## config.mk

```make
export PLATFORM = sky130hd
export DESIGN_NAME = nibble_add_sched
export DESIGN_NICKNAME = d
export VERILOG_FILES = /design/src/rtl/nibble_add_sched.sv
export SDC_FILE = /design/constraint.sdc
export NUM_CORES = 1
export LEC_CHECK = 0
export BUFFER_PORTS_ARGS = -buffer_cell sky130_fd_sc_hd__clkbuf_2
export CAP_MARGIN = 20
export CORE_UTILIZATION = 40
export DETAILED_ROUTE_END_ITERATION = 7
export PLACE_DENSITY = 0.71
export SYNTH_ARGS = -nofsm -noshare
export SYNTH_HDL_FRONTEND = slang
export SYNTH_SLANG_ARGS = --single-unit
```

## constraint.sdc

```tcl
create_clock -name i_clk -period 2 [get_ports i_clk]
set_clock_uncertainty 0.1 [all_clocks]
set_input_delay 0 -clock i_clk [delete_from_list [all_inputs] [get_ports i_clk]]
set_output_delay 0 -clock i_clk [all_outputs]
set_load 0.02 [all_outputs]
```

## src/rtl/nibble_add_sched.sv

```systemverilog
// Shares one external 4-bit adder between two requesters; adds W-bit operands nibble-serially, LSB first.
// Response is valid NIBBLES+1 cycles after accept and is held in DONE while i_resp_ready is low.
module nibble_add_sched #(
    parameter  int NIBBLES = 4,
    localparam int W       = 4 * NIBBLES
) (
    input  logic         i_clk,
    input  logic         i_rst,
    input  logic         i_req0_valid,
    input  logic [W-1:0] i_req0_a,
    input  logic [W-1:0] i_req0_b,
    output logic         o_req0_ready,
    input  logic         i_req1_valid,
    input  logic [W-1:0] i_req1_a,
    input  logic [W-1:0] i_req1_b,
    output logic         o_req1_ready,
    output logic         o_resp_valid,
    input  logic         i_resp_ready,
    output logic         o_resp_id,
    output logic [W-1:0] o_resp_sum,
    output logic         o_resp_carry,
    output logic [3:0]   o_add_a,
    output logic [3:0]   o_add_b,
    output logic         o_add_cin,
    input  logic [3:0]   i_add_sum,
    input  logic         i_add_cout
);
    localparam int IW = (NIBBLES > 1) ? $clog2(NIBBLES) : 1;

    typedef enum logic [1:0] {IDLE, RUN, DONE} state_t;

    state_t                  r_state;
    logic [IW-1:0]           r_idx;
    logic                    r_carry;
    logic                    r_id;
    logic                    r_last;
    logic [NIBBLES-1:0][3:0] r_a;
    logic [NIBBLES-1:0][3:0] r_b;
    logic [NIBBLES-1:0][3:0] r_sum;

    logic w_grant;
    logic w_any;
    logic w_accept;
    logic w_last_nib;

    // On a tie, serve whichever requester was not served last.
    assign w_any      = i_req0_valid | i_req1_valid;
    assign w_grant    = (i_req0_valid & i_req1_valid) ? ~r_last : i_req1_valid;
    assign o_req0_ready = (r_state == IDLE) & ~i_rst & w_any & ~w_grant;
    assign o_req1_ready = (r_state == IDLE) & ~i_rst & w_grant;
    assign w_accept   = o_req0_ready | o_req1_ready;
    assign w_last_nib = (r_idx == IW'(NIBBLES - 1));

    assign o_add_a   = (r_state == RUN) ? r_a[r_idx] : 4'd0;
    assign o_add_b   = (r_state == RUN) ? r_b[r_idx] : 4'd0;
    assign o_add_cin = (r_state == RUN) ? r_carry : 1'b0;

    assign o_resp_valid = (r_state == DONE);
    assign o_resp_sum   = r_sum;
    assign o_resp_carry = r_carry;
    assign o_resp_id    = r_id;

    always_ff @(posedge i_clk) begin
        if (i_rst) begin
            r_state <= IDLE;
            r_idx   <= '0;
            r_carry <= 1'b0;
            r_id    <= 1'b0;
            r_last  <= 1'b1;
            r_a     <= '0;
            r_b     <= '0;
            r_sum   <= '0;
        end else begin
            case (r_state)
                IDLE: begin
                    if (w_accept) begin
                        r_a     <= w_grant ? i_req1_a : i_req0_a;
                        r_b     <= w_grant ? i_req1_b : i_req0_b;
                        r_id    <= w_grant;
                        r_idx   <= '0;
                        r_carry <= 1'b0;
                        r_state <= RUN;
                    end
                end
                RUN: begin
                    // Carry chains through r_carry into the next nibble's add.
                    r_sum[r_idx] <= i_add_sum;
                    r_carry      <= i_add_cout;
                    r_idx        <= r_idx + 1'b1;
                    if (w_last_nib) begin
                        r_state <= DONE;
                    end
                end
                DONE: begin
                    if (i_resp_ready) begin
                        r_last  <= r_id;
                        r_state <= IDLE;
                    end
                end
                default: r_state <= IDLE;
            endcase
        end
    end
endmodule

```

# Word-level counts from Yosys, hierarchy flattened
# Index checks and enable logic that the tools add are counted.
# word_totals
reg_bits,55
in_bits,74
elab_cells,64
# classes
n_addsub,1
n_lt_le_gt_ge,2
eq_ne,6
n_mux,21
bitwise_logic,10
n_reduce_logical,7
# op_table
operator,n
$mux 16,2
$mux 4,5
$bmux 4 s2,2
$bwmux 16,1
$demux 4 s2,1
$mux 2,4
$pmux 2 s3,1
$reduce_and 2->1,3
$and 1x1->1,5
$eq 2x2->1 const B,2
$ne 2x2->1 const B,2
$pmux 2 s2,1
$lt 2x3->1 const B,1
$mux 1,3
$not 1->1,3
$reduce_and 3->1,1
$add 2x1->2 const B,1
$eq 2x1->1 const B,1
$ge 2x1->1 const B,1
$logic_not 2->1,1
$ne 2x1->1 const B,1
$or 1x1->1,2
$pmux 1 s2,1
$reduce_bool 2->1,1
$logic_and 1x1->1,1

# Logic depth before layout (Yosys ltp)
# logic_depth
word_depth,7
mapped_depth,6
ltp_nobuf,5

# Least setup slack after synthesis
# OpenSTA, ideal clock, no wires.
# synth_path
path_type,register to register
from,register r_state[1]
to,register r_last
setup_time_ns,0.122
arrival_ns,1.437
t_required_ns,1.778
setup_slack_ns,0.341
stages_incl_launch_ff,5
period_less_slack_ns,1.659
cell_sequence,dfxtp_1 > clkbuf_1 > nor2b_1 > a21boi_0 > a311o_1
# synth_via
elab_chain_len,2
# synth_lines
element,line,rtl
start: declaration,32,state_t r_state;
start signal: assignment,65,r_state <= IDLE;
start signal: assignment,82,r_state <= RUN;
start signal: assignment,91,r_state <= DONE;
$eq 2x2->1,--,
net o_resp_valid,17,"output logic o_resp_valid,"
$reduce_and 2->1 (no line),--,
end signal: assignment,96,r_last <= r_id;
end: declaration,36,logic r_last;
# The timed path passes the listed nets, and every way through them passes these cells.
# A chain may end at the register's enable or synchronous reset.

# Worst setup path after layout
# layout_path
from,register r_idx[0]
to,output o_add_a[0]
# layout_via
elab_chain_len,3
# layout_lines
element,line,rtl
start: declaration,33,logic [IW-1:0] r_idx;
start signal: assignment,89,r_idx <= r_idx + 1'b1;
$bmux 4 s2,54,assign o_add_a = (r_state == RUN) ? r_a[r_idx] : 4'd0;
$mux 4 (not written as such),54,
$mux 4,54,
end: declaration,22,"output logic [3:0] o_add_a,"
# Every way passes these cells. The select of a mux whose other input is x is not followed.

==> impl_metrics.csv <==
group,metric,value,unit
synth,synth-seq-area-share,40.68,%
cells_and_area,nets,512,
placement,post-place-ws,254.9,ps
global_route,grt_usage,20.99,%
sta,period_share,95.82,%
synth,syn_area,2706,um2
global_route,grt_pass1_wl,11890,um
sta,finalWorstSetupSlack,83.60,ps
cells_and_area,n_fill_cell,552,
route,vias,2628,
synth,ys_top_cells_by_count,"dfxtp_1, mux2i_1, a21oi_1",
die,rows,29,
critical_path,critPathRequiredTime,1900,ps
synth,postSynthAreaPerCell,9.735,um2
global_route,grt_antenna_before_repair,0,
cts,clkSinkCount,55,
critical_path,critPathMaxFanout,5,
placement,place_congestion,0.7440,
cts,clockRootBuffer,"clkbuf_8",
hold_path,hp-start,"i_req1_a[12]",
pwr,ir_drop,366.8,uV
pwr,combPwrFrac,21.6,%
die,die_h,84.26,um
sta,hold_violations,0,
pwr,switching_share,25.67,%
sta,fin_setup_tns,0,ps
hold_path,holdPathEnd,"r_a[12]",
critical_path,reg2regPathDepth,4,
status,status,"complete, but fails checks",
cells_and_area,n_antenna_cell,0,
synth,ys_async_sr_fraction,0,%
cts,post-cts-setup-buffers,0,
synth,synth_ff_type,"dfxtp_1",
synth,synth_edf_count,0,
global_route,grt_start_max_net_pins,27,
critical_path,r2r_setup_slack,170,ps
cts,cts_max_path_buffers,2,
cells_and_area,syn2layout_area_growth,47.16,%
sta,fmax,521.8,MHz
die,start_util,42.14,%
global_route,grt_pass1_vias,2657,
cts,cts_tree,"yes",
route,drt_wl_total,7248,um
cells_and_area,final_layout_size_suffix_gt1_share,31.26,%
critical_path,r2r_start,"r_last",
sta,grt_setup_unrepaired,"no",
hold_path,min_path_type,"in -> reg",
route,antenna_left,0,
pwr,pwr-share-clk,30.2,%
placement,portBuffers,103,
sta,min_period,1916,ps
route,via_per_inst,5.133,
synth,synth_nets,356,
route,drt_iter0_markers,79,
critical_path,cp_num_buf_inv,2,
die,io_pins,104,
critical_path,timing.rr.end,"r_b[3]",
synth,yosysMostFrequentCell,"dfxtp_1",
synth,synth_top_cell_area_share,40.68,%
global_route,grt_overflow,0,
hold_path,whs_path_depth,4,
synth,synth_area_leaders,"dfxtp_1, mux2i_1, mux4_2",
die,dieArea,7099,um2
sta,worstMarginPinSlew,1065,ps
cts,clk_latency,300,ps
critical_path,cp-end-kind,"output port",
die,core_area,6422,um2
synth,yosysTopAreaCell,"dfxtp_1",
pwr,p_int,0.001875,W
sta,finalMaxSlewViolations,0,
critical_path,startpoint_type,"flop",
critical_path,path_class,"reg -> out",
synth,yosys.cell_types.count,29,
synth,yosys_warnings,0,
job,maxCapViolCount,0,
route,routedWlPerCell,14.16,um
critical_path,critPathMaxStageDelay,510,ps
placement,post-dp-hpwl,4890,um
critical_path,arrival,1820,ps
critical_path,slowest_stage,"mux4_2",
pwr,power_leakage,1.835,nW
synth,synth_seq_cells,55,
critical_path,path_delay_family,"multiplexers",
pwr,p_seq_share,48.2,%
route,drc,13,
cts,cts.clk_slew.worst_paths,100,ps
route,dr.pass1.iters,6,
cts,h-tree-depth,2,
status,violations,"design-rule violations",
cts,numCtsBuffers,5,
synth,synthCells,278,
sta,slew_headroom,29.02,%
pwr,power_switching,0.0006476,W
critical_path,critical_path.cell_chain,"buf_4 -> mux4_2 -> and2_1 -> clkbuf_2",
pwr,powerDensity,633.5,nW/um2
sta,setup_viol,0,
die,die_w,84.26,um
-- worst max path at each step --
stage | to | from | depth (start not counted) | slack (ps)
after floorplan | r_last | r_state[1] | 4 | 340
after global placement | r_a[7] | r_state[0] | 3 | 320
after detailed placement | r_b[7] | r_state[0] | 3 | 250
after CTS | o_req0_ready | r_state[0] | 4 | 30
after global routing | o_add_b[1] | r_idx[0] | 4 | 3
final | o_add_a[0] | r_idx[0] | 4 | 80
-- routing by layer --
metal / part of all wire [%] / track usage, % / up-vias
li1: - / - / 1298
met2: 50 / 37.78 / 98
met3: 4.9 / 4.425 / 24
met4: 3.0 / 9.404 / 0
met5: 0 / 0 / -
met1: 42 / 23.88 / 1208
-- power by group through the flow --
stage	logic [W]	registers, W	clock network [W]
3_3_place_gp	0.000441	0.00124	0
4_1_cts	0.000542	0.00122	0.000775
6_report	0.000545	0.00122	0.000761
3_5_place_dp	0.000449	0.00124	0
5_1_grt	0.000592	0.00123	0.000814
2_1_floorplan	0.000284	0.00124	0
-- state kept, by name (all words and copies together), names as in the netlist --
name and cells:
r_idx 2, o_resp_id 1, o_resp_carry 1, r_a 16, r_b 16, r_last 1, r_state 2, o_resp_sum 16
-- worst register-to-register path, cell delays in order (launching register included) --
cell and delay, ps:
dfxtp_1 370, a21bo_2 370, mux2i_1 250, dlygate4sd3_1 570, mux2i_1 60
-- cells by family (layout without fill, tap and decap cells) --
logic type	count (synthesis)	count (layout)	synth area share, %
AOI/OAI and AO/OA	44	44	11.60
adders and majority gates	4	4	1.849
buffers and inverters	37	194	6.519
DFF	55	55	40.68
muxes	44	44	19.97
and+or+nand+nor	94	94	19.37
-- area by class of cell --
type | count | area, um2 | area share, %
well taps | 77 | 96.34 | 2.419
multi-input cells | 186 | 1436 | 36.07
repair buffers | 170 | 1171 | 29.41
flip-flops and latches | 55 | 1101 | 27.65
inverters | 16 | 60.06 | 1.508
clock buffers | 6 | 82.58 | 2.074
clock inverters | 2 | 35.03 | 0.8797
-- cells in the final DEF, fill, tap and decap left out --
| master | instances |
|---|---|
| dlygate4sd3_1 | 56 |
| or2_2 | 1 |
| a2111oi_0 | 1 |
| ha_1 | 4 |
| clkbuf_2 | 103 |
| nor2b_1 | 2 |
| o211ai_1 | 3 |
| clkinv_2 | 1 |
| nand2b_1 | 20 |
| a221o_1 | 14 |
| and2_1 | 9 |
| nor3b_4 | 1 |
| buf_12 | 1 |
| o21ai_0 | 1 |
| dfxtp_1 | 55 |
| nand2_1 | 19 |
| nor3_1 | 14 |
| or3_1 | 1 |
| a21boi_0 | 1 |
| nor2_1 | 4 |
| inv_1 | 16 |
| mux2i_1 | 36 |
| a311o_1 | 1 |
| nor2b_2 | 1 |
| nor2_8 | 1 |
| a21oi_1 | 22 |
| nand3_1 | 16 |
| mux4_2 | 8 |
| or3_4 | 1 |
| nand3b_1 | 4 |
| clkbuf_8 | 6 |
| a21bo_2 | 1 |
| buf_4 | 10 |
| bufinv_16 | 1 |
-- what timing repair did --
| action | in CTS | in global routing |
|---|---|---|
| gates resized for setup | 0 | 1 |
| setup endpoints to repair | 0 | 1 |
| hold buffers | 56 | 0 |
| hold endpoints to repair | 51 | 0 |
-- per-stage QoR --
step	utilization, %	total power, W	cells	hold WS [ps]	instance area (um2)
floorplan	-	0.001523	278	39.28	2706
global placement	51.37	0.001678	448	125.6	3299
detailed placement	51.37	0.001690	448	129.3	3299
CTS	61.93	0.002532	512	1.313	3978
global route	62.01	0.002632	512	39.94	3983
finish	62.01	0.002523	512	10.38	3983
Power figures use the tool's default switching activity.
